$ cat src/rtl/cga_mic_stack_ctl_if.sv
// Request/status bundle between the microsequencer and the return-address
// stack sequencer: request lines in, registered slice selects and flags out.
interface cga_mic_stack_ctl_if #(
  parameter int DEPTH = 4
);
  localparam int CW = $clog2(DEPTH + 1);

  logic          CLR;
  logic          PUSH;
  logic          POP;
  logic          REPL;
  logic          S3;
  logic          S3N;
  logic          S4NS3N;
  logic          S4S3N;
  logic          LOAD;
  logic          ACK;
  logic          NAK;
  logic [CW-1:0] DEPTH_CNT;
  logic          EMPTY;
  logic          FULL;
  logic          OVF;
  logic          UNF;

  modport master (
    output CLR, PUSH, POP, REPL,
    input  S3, S3N, S4NS3N, S4S3N, LOAD, ACK, NAK, DEPTH_CNT, EMPTY, FULL, OVF, UNF
  );

  modport slave (
    input  CLR, PUSH, POP, REPL,
    output S3, S3N, S4NS3N, S4S3N, LOAD, ACK, NAK, DEPTH_CNT, EMPTY, FULL, OVF, UNF
  );
endinterface

$ cat src/rtl/cga_mic_stack_ctl.sv
// Sequencer for the microprogram return-address stack: arbitrates call/return/
// replace/clear, drives the shared SR44 slice selects and tracks occupancy.
module cga_mic_stack_ctl #(
  parameter int DEPTH        = 4,
  parameter bit WRAP_ON_FULL = 1'b0
) (
  input  logic              CLK,
  input  logic              RST,
  cga_mic_stack_ctl_if.slave bus
);
  localparam int            CW       = $clog2(DEPTH + 1);
  localparam logic [CW-1:0] FULL_CNT = CW'(DEPTH);
  localparam logic [CW-1:0] ONE_CNT  = CW'(1);

  // Encoding is the {S4,S3} slice mode presented to every bit slice.
  typedef enum logic [1:0] {
    OP_HOLD = 2'b00,
    OP_PUSH = 2'b01,
    OP_POP  = 2'b10,
    OP_REPL = 2'b11
  } op_e;

  op_e           op_q, op_d;
  logic          ack_q, ack_d;
  logic          nak_q, nak_d;
  logic [CW-1:0] cnt_q, cnt_d;
  logic          ovf_q, ovf_d;
  logic          unf_q, unf_d;
  logic          empty, full;

  assign empty = (cnt_q == '0);
  assign full  = (cnt_q == FULL_CNT);

  always_ff @(posedge CLK) begin
    if (RST) begin
      op_q  <= OP_HOLD;
      ack_q <= 1'b0;
      nak_q <= 1'b0;
      cnt_q <= '0;
      ovf_q <= 1'b0;
      unf_q <= 1'b0;
    end else begin
      op_q  <= op_d;
      ack_q <= ack_d;
      nak_q <= nak_d;
      cnt_q <= cnt_d;
      ovf_q <= ovf_d;
      unf_q <= unf_d;
    end
  end

  always_comb begin
    op_d  = OP_HOLD;
    ack_d = 1'b0;
    nak_d = 1'b0;
    cnt_d = cnt_q;
    ovf_d = ovf_q;
    unf_d = unf_q;
    if (bus.CLR) begin
      // Only the occupancy is reset; slice contents and sticky errors persist.
      cnt_d = '0;
      ack_d = 1'b1;
    end else if (bus.REPL || (bus.PUSH && bus.POP)) begin
      ack_d = 1'b1;
      if (empty) begin
        op_d  = OP_PUSH;
        cnt_d = ONE_CNT;
      end else begin
        op_d  = OP_REPL;
      end
    end else if (bus.PUSH) begin
      if (!full) begin
        op_d  = OP_PUSH;
        cnt_d = cnt_q + ONE_CNT;
        ack_d = 1'b1;
      end else begin
        ovf_d = 1'b1;
        if (WRAP_ON_FULL) begin
          op_d  = OP_PUSH;
          ack_d = 1'b1;
        end else begin
          nak_d = 1'b1;
        end
      end
    end else if (bus.POP) begin
      if (!empty) begin
        op_d  = OP_POP;
        cnt_d = cnt_q - ONE_CNT;
        ack_d = 1'b1;
      end else begin
        nak_d = 1'b1;
        unf_d = 1'b1;
      end
    end
  end

  assign bus.S3        = op_q[0];
  assign bus.S3N       = ~op_q[0];
  assign bus.S4NS3N    = ~op_q[1] & ~op_q[0];
  assign bus.S4S3N     = op_q[1] & ~op_q[0];
  assign bus.LOAD      = op_q[0];
  assign bus.ACK       = ack_q;
  assign bus.NAK       = nak_q;
  assign bus.DEPTH_CNT = cnt_q;
  assign bus.EMPTY     = empty;
  assign bus.FULL      = full;
  assign bus.OVF       = ovf_q;
  assign bus.UNF       = unf_q;
endmodule
$ cat src/flat_wrapper.sv
// flat-port wrapper written by rule: the top's interface ports become plain ports
module cga_mic_stack_ctl_flat 
#(
  parameter int DEPTH        = 4,
  parameter bit WRAP_ON_FULL = 1'b0
)
  (CLK, RST, bus_CLR, bus_PUSH, bus_POP, bus_REPL, bus_S3, bus_S3N, bus_S4NS3N, bus_S4S3N, bus_LOAD, bus_ACK, bus_NAK, bus_DEPTH_CNT, bus_EMPTY, bus_FULL, bus_OVF, bus_UNF);
  cga_mic_stack_ctl_if #(.DEPTH(DEPTH)) bus_i ();
  input  logic CLK;
  input  logic RST;
  input wire logic [$bits(bus_i.CLR)-1:0] bus_CLR;
  input wire logic [$bits(bus_i.PUSH)-1:0] bus_PUSH;
  input wire logic [$bits(bus_i.POP)-1:0] bus_POP;
  input wire logic [$bits(bus_i.REPL)-1:0] bus_REPL;
  output wire logic [$bits(bus_i.S3)-1:0] bus_S3;
  output wire logic [$bits(bus_i.S3N)-1:0] bus_S3N;
  output wire logic [$bits(bus_i.S4NS3N)-1:0] bus_S4NS3N;
  output wire logic [$bits(bus_i.S4S3N)-1:0] bus_S4S3N;
  output wire logic [$bits(bus_i.LOAD)-1:0] bus_LOAD;
  output wire logic [$bits(bus_i.ACK)-1:0] bus_ACK;
  output wire logic [$bits(bus_i.NAK)-1:0] bus_NAK;
  output wire logic [$bits(bus_i.DEPTH_CNT)-1:0] bus_DEPTH_CNT;
  output wire logic [$bits(bus_i.EMPTY)-1:0] bus_EMPTY;
  output wire logic [$bits(bus_i.FULL)-1:0] bus_FULL;
  output wire logic [$bits(bus_i.OVF)-1:0] bus_OVF;
  output wire logic [$bits(bus_i.UNF)-1:0] bus_UNF;
  assign bus_i.CLR = bus_CLR;
  assign bus_i.PUSH = bus_PUSH;
  assign bus_i.POP = bus_POP;
  assign bus_i.REPL = bus_REPL;
  assign bus_S3 = bus_i.S3;
  assign bus_S3N = bus_i.S3N;
  assign bus_S4NS3N = bus_i.S4NS3N;
  assign bus_S4S3N = bus_i.S4S3N;
  assign bus_LOAD = bus_i.LOAD;
  assign bus_ACK = bus_i.ACK;
  assign bus_NAK = bus_i.NAK;
  assign bus_DEPTH_CNT = bus_i.DEPTH_CNT;
  assign bus_EMPTY = bus_i.EMPTY;
  assign bus_FULL = bus_i.FULL;
  assign bus_OVF = bus_i.OVF;
  assign bus_UNF = bus_i.UNF;
  cga_mic_stack_ctl #(.DEPTH(DEPTH), .WRAP_ON_FULL(WRAP_ON_FULL)) u_core (.CLK(CLK), .RST(RST), .bus(bus_i));
endmodule
$ cat config.mk
export PLATFORM = sky130hd
export DESIGN_NAME = cga_mic_stack_ctl_flat
export DESIGN_NICKNAME = d
export VERILOG_FILES = /design/src/rtl/cga_mic_stack_ctl_if.sv /design/src/rtl/cga_mic_stack_ctl.sv /design/src/flat_wrapper.sv
export SDC_FILE = /design/constraint.sdc
export NUM_CORES = 1
export LEC_CHECK = 0
export BUFFER_PORTS_ARGS = -buffer_cell sky130_fd_sc_hd__buf_2
export CAP_MARGIN = 10
export CORE_MARGIN = 8
export CORE_UTILIZATION = 34
export DETAILED_ROUTE_END_ITERATION = 7
export SLEW_MARGIN = 20
export SYNTH_ARGS = -nofsm -noshare
export SYNTH_HDL_FRONTEND = slang
export SYNTH_SLANG_ARGS = --single-unit
$ cat constraint.sdc
create_clock -name CLK -period 4.2 [get_ports CLK]
set_clock_uncertainty 0.05 [all_clocks]
set_input_delay 0.42 -clock CLK [delete_from_list [all_inputs] [get_ports CLK]]
set_output_delay 0.42 -clock CLK [all_outputs]
set_load 0.1 [all_outputs]
==> results of run 1 <==
==> area by class of cell <==
type / instances / share of cell area [%]
Clock buffer: 4 / 3.97
Multi-Input combinational cell: 46 / 48.6
Inverter: 5 / 2.84
Timing Repair Buffer: 19 / 14.4
Tap cell: 16 / 3.02
Sequential cell: 9 / 27.2
==> final timing paths <==
check                                                to               startpoint  cells after the start
worst max-delay path                          bus_EMPTY  u_core.bus.DEPTH_CNT[2]                      2
worst min-delay path            u_core.bus.DEPTH_CNT[0]                  bus_CLR                      2
worst min register to register           u_core.bus.OVF           u_core.bus.OVF                      2
worst max register to register  u_core.bus.DEPTH_CNT[2]  u_core.bus.DEPTH_CNT[1]                      6
==> placed cells by master, fill, tap and decap left out, types with 2 or more instances in the layout <==
cell and n:
buf_2 19, nand2_1 2, inv_1 4, or3_1 3, a21oi_1 6, clkbuf_4 3, dfxtp_1 9, nor2_1 8
o21ai_1 3, a211o_1 2, a31oi_1 2
==> routing by layer <==
layer	global-route usage, %	vias up
li1	-	268
met1	10.6	236
met2	12.5	27
met3	3.15	2
met4	7.05	0
met5	0	-
==> cells by family after synthesis <==
family | Yosys count | synth area share, %
AO/OA/AOI/OAI | 21 | 27.0
AND/OR/NAND/NOR | 21 | 20.1
buffers and inverters | 11 | 11.3
flip-flops | 9 | 31.9
XOR/XNOR | 2 | 4.43
multiplexers | 1 | 1.77
adder cells (fa/ha/maj) | 1 | 3.54
==> registers in the layout, indices dropped and copies added, names as in the netlist <==
| signal | cells |
|---|---|
| u_core.bus.DEPTH_CNT | 3 |
| u_core.op_q | 2 |
| u_core.bus.ACK | 1 |
| u_core.bus.NAK | 1 |
| u_core.bus.OVF | 1 |
| u_core.bus.UNF | 1 |
==> critical path: cells and delay by family (launching register included) <==
| family | cells | cell delay, ns |
|---|---|---|
| buf+inv | 1 | 0.49 |
| simple gates | 1 | 0.33 |
| flops | 1 | 0.40 |
==> power by group through the flow <==
stage                     registers [mW]  logic [mW]  clock network (mW)
after global routing              0.0950       0.110              0.0738
final                             0.0943       0.104              0.0651
after detailed placement          0.0962       0.104                   0
after floorplan                    0.120      0.0670                   0
after CTS                         0.0943       0.104              0.0675
after global placement            0.0962       0.103                   0
==> metrics by stage <==
step / util [%] / total power, mW
global route: 42.9 / 0.279
detailed placement: 41.2 / 0.200
CTS: 42.9 / 0.266
floorplan: - / 0.187
finish: 42.9 / 0.263
global placement: 41.2 / 0.199
==> impl_metrics.yaml, run 1 <==
status:
  outcome: "finished clean"
setup_path:
  startpoint_type: "flop"
  crit_path_end_kind: "output port"
  crit_fanout: 10
  cp.required_ns: 3.73
  reg2reg_slack_ns: 2.28
  path_class: "reg2out"
  path_cells: "nor3_2 > buf_2"
  slowest_delay_ns: 0.49
  cpMaxStageDelayCell: "buf_2"
  crit_arrival_ns: 1.48
grt:
  grt_first_pass_wirelength_microns: 2440
  antenna_found_initial: 0
  grt_pass1_vias: 550
  grt_use_total_pct: 8.91
  overflow: 0
  grt_max_degree: 18
route:
  ant_nets: 0
  dr_wl_met3_microns: 153
  drc: 0
  first_pass_iters: 4
  totalWireLength_microns: 1320
  first_iter_violations: 14
  highest_layer: "met4"
  wl_met1_microns: 627
  post_drt_via_cell_ratio: 5.38
  wl_per_cell_microns: 13.3
  wl_met2_microns: 503
  vias: 533
placed_design:
  dpl.hpwl_microns: 1050
  portBuffers: 19
  gp_congestion: 0.865
  placedCellCount: 95
  place_ws_ns: 2.23
  dpl-instance-area_sq_um: 636
pwr:
  seqPwrFrac_pct: 35.9
  ir_drop_v: 0.000131
  p_switching_uw: 116
  comb_power_share_pct: 39.4
  p_leak_nw: 0.293
  power_density_nw_per_um2: 397
  clockPowerShare_pct: 24.8
  internal-power_uw: 147
  switching_share_pct: 44.2
synth:
  ys_ff_latch: 9
  async_reset_ff_share_pct: 0
  yosysTopAreaCell: "dfxtp_1"
  yosysMostFrequentCell: "dfxtp_1"
  synth_edf_count: 0
  netlist_area_sq_um: 566
  synth_warnings: 0
  synth_common_cells: "dfxtp_1 (9), nor2_1 (8), a21oi_1 (6)"
  ys_top_cells_by_area: "dfxtp_1 (32%), a21oi_1 (5.3%), nor2_1 (5.3%)"
  synth_top_area_share_pct: 31.9
  synth.net_count: 73
  ys.flop_type: "dfxtp_1"
  ys_seq_area_share_pct: 31.9
  netlist_instances: 66
  yosysUniqueCellTypes: 33
  syn_avg_cell_area_sq_um: 8.57
clocking:
  ctsHoldBuffers: 0
  cts_buffers: 3
  path_clk_slew_ns: 0.06
  cts.sinks: 9
  cts_setup_buffers: 0
  htreeDepth: 1
  cts_tree: "built"
  cts_root_buffer: "clkbuf_4"
  worst_skew_pair.late_latency_ns: 0.25
  ctsResizeCount: 0
  cts_buffer_depth: 2
timing:
  rsz0062_at_grt: "no"
  fin_setup_tns_ns: 0
  min_period_ns: 1.95
  whs_ns: 0.311
  setup_viol: 0
  slew_violations: 0
  hold_viol: 0
  slew_headroom_pct: 67.6
  setup_slack_ns: 2.25
  fmax_mhz: 512
  tightest_slew_ns: 0.489
  fin_crit_sh_pct: 46.5
floorplan:
  core_sq_um: 1540
  die_w_microns: 56.8
  io-pin-count: 20
  die_area_sq_um: 3220
  die_h_microns: 56.8
  start_util_pct: 36.7
  fp-row-count: 14
flow_run:
  drv_cap: 0
finish:
  final_cells: 99
  n_fill_cell: 169
  n_antenna_cell: 0
  final_layout_size_suffix_gt1_share_pct: 33.7
  area_growth_pct: 17.0
  finalInstanceArea_sq_um: 662
  multi_input_area_sq_um: 322
  ff_latch_area_sq_um: 180
  nets: 91
hold_path:
  min_path_type: "in2reg"
(Power assumes the default switching activity.)
==> run 2: changes to the inputs <==
- ABC_AREA: not set -> 1
- clock period: 4.2 -> 2 ns (I/O delays scaled with it)
==> run 2 against run 1 <==
Critical path type unchanged. First-iteration DRC count grew 7.1%. Sequential share of layout area grew 1.9 points. Largest power group unchanged. Synthesized cell count grew 6.1%. Total power grew 110%. Via count shrank 4.5%. Die area shrank 9.6%. Flip-flop and latch count is the same.
==> impl_metrics.yaml, run 2 <==
grt:
  overflow: 0
  grt_pass1_vias: 492
  grt_use_total_pct: 9.92
  grt_first_pass_wirelength_microns: 2130
  grt_max_degree: 10
  antenna_found_initial: 0
route:
  first_iter_violations: 15
  first_pass_iters: 2
  ant_nets: 0
  vias: 509
  wl_per_cell_microns: 11.2
  post_drt_via_cell_ratio: 4.76
  drc: 0
  totalWireLength_microns: 1200
flow_run:
  drv_cap: 0
synth:
  synth_top_area_share_pct: 36.7
  ys.flop_type: "dfxtp_1"
  synth_warnings: 0
  yosysUniqueCellTypes: 16
  synth_xor_area_share_pct: 0
  async_reset_ff_share_pct: 0
  synth-compound-area-share_pct: 11.0
  netlist_instances: 70
  synth_simple_gate_area_share_pct: 36.7
  yosysTopAreaCell: "dfxtp_1"
  synth.net_count: 77
  ys_ff_latch: 9
  ys_seq_area_share_pct: 36.7
  synth_fa_ha_area_share_pct: 4.08
  synth_common_cells: "inv_1 (11), nand2_1 (11), nor2_1 (11)"
  ys_top_cells_by_area: "dfxtp_1 (37%), inv_1 (8.4%), nand2_1 (8.4%)"
  syn_avg_cell_area_sq_um: 7.01
  synth_edf_count: 0
  synthMuxAreaShare_pct: 0
  netlist_area_sq_um: 490
  synth_top_family_by_area: "simple AND/OR/NAND/NOR gates"
setup_path:
  path_class: "reg2out"
  critical_path_buf_inv_count: 2
  crit_fanout: 5
  crit_path_end_kind: "output port"
  slowest_delay_ns: 0.43
  critical_path.top_delay_family: "buffers and inverters"
  startpoint_type: "flop"
  cp.required_ns: 1.75
  cpMaxStageDelayCell: "buf_2"
  reg2reg_to: "u_core.bus.DEPTH_CNT[1]"
  path_depth: 4
  crit_arrival_ns: 1.35
  reg2reg_from: "u_core.bus.DEPTH_CNT[0]"
  reg2reg_slack_ns: 0.65
  path_cells: "inv_1 > nand2_1 > nor2_4 > buf_2"
  ff2ff_path_depth: 5
placed_design:
  dpl-instance-area_sq_um: 606
  gp_congestion: 0.784
  portBuffers: 19
  dpl.hpwl_microns: 997
  place_ws_ns: 0.664
  placedCellCount: 103
clocking:
  ctsHoldBuffers: 0
  cts_buffers: 3
  cts_setup_buffers: 0
  path_clk_slew_ns: 0.06
  htreeDepth: 1
  worst_skew_pair.late_latency_ns: 0.26
  cts_root_buffer: "clkbuf_4"
  ctsResizeCount: 0
  cts_buffer_depth: 2
  cts.sinks: 9
  cts_tree: "built"
timing:
  fmax_mhz: 624
  setup_slack_ns: 0.398
  setup_viol: 0
  hold_viol: 0
  slew_violations: 0
  min_period_ns: 1.60
  rsz0062_at_grt: "no"
  fin_crit_sh_pct: 80.1
  slew_headroom_pct: 67.3
  tightest_slew_ns: 0.494
floorplan:
  start_util_pct: 37.2
  io-pin-count: 20
  die_w_microns: 54.0
  die_area_sq_um: 2910
  core_sq_um: 1320
  die_h_microns: 54.0
  fp-row-count: 13
pwr:
  p_switching_uw: 254
  seqPwrFrac_pct: 34.7
  clockPowerShare_pct: 25.3
  ir_drop_v: 0.000454
  power_uw: 560
  p_leak_nw: 0.319
  comb_power_share_pct: 39.9
  power_density_nw_per_um2: 887
  switching_share_pct: 45.4
  internal-power_uw: 306
finish:
  area_growth_pct: 28.8
  final_layout_size_suffix_gt1_share_pct: 37.0
  nets: 100
  layout_common_cells: "buf_2 (19), inv_1 (11), nand2_1 (11), nor2_1 (11), a21oi_1 (8)"
  layout_commonest_cell: "buf_2"
  final_cells: 107
  n_antenna_cell: 0
  finalInstanceArea_sq_um: 632
  final_util_pct: 48.0
  largest_register_ffs: 3
status:
  outcome: "finished clean"
hold_path:
  hold_start: "RST"
  min_path_type: "in2reg"
  holdPathStages: 2
  holdPathEnd: "u_core.bus.UNF"
## run 2: power groups by stage
stage               combinational [mW]  sequential [mW]  clock, mW
CTS                              0.225            0.195      0.146
detailed placement               0.225            0.199          0
floorplan                        0.134            0.253          0
finish                           0.224            0.195      0.142
global route                     0.239            0.196      0.159
global placement                 0.224            0.198          0
## run 2: worst max-delay path by stage
stage,from,to
2_1_floorplan,u_core.op_q[0],bus_S4NS3N
3_3_place_gp,u_core.bus.DEPTH_CNT[0],u_core.bus.DEPTH_CNT[1]
3_5_place_dp,u_core.bus.DEPTH_CNT[0],u_core.bus.DEPTH_CNT[1]
4_1_cts,u_core.bus.DEPTH_CNT[0],bus_EMPTY
5_1_grt,u_core.bus.DEPTH_CNT[0],bus_EMPTY
6_report,u_core.bus.DEPTH_CNT[0],bus_FULL
## run 2: per-stage QoR
| step | setup TNS [ns] | hold WS, ns |
|---|---|---|
| 2_1_floorplan | -0.663 | 0.219 |
| 3_3_place_gp | 0 | 0.370 |
| 3_5_place_dp | 0 | 0.373 |
| 4_1_cts | 0 | 0.0892 |
| 5_1_grt | 0 | 0.0903 |
| 6_report | 0 | 0.0928 |
## run 2: logic make-up (layout without fill, tap and decap cells)
logic type / Yosys count / count (layout)
AND/OR/NAND/NOR: 36 / 36
AO/OA/AOI/OAI: 10 / 10
buffers and inverters: 14 / 36
flip-flops: 9 / 9
adder cells (fa/ha/maj): 1 / 1
## run 2: layout make-up
type	count	area [sq um]
Clock buffer	4	26.3
Fill cell	146	686
Inverter	13	48.8
Multi-Input combinational cell	47	259
Sequential cell	9	184
Tap cell	15	18.8
Timing Repair Buffer	19	95.1
## run 2: per-layer routing
layer | global-route usage, % | part of all wire [%] | vias up
met2 | 17.0 | 48 | 14
met1 | 9.92 | 39 | 234
met3 | 6.34 | 12 | 0
met4 | 2.46 | 0 | 0
li1 | - | - | 261
met5 | 0 | 0 | -
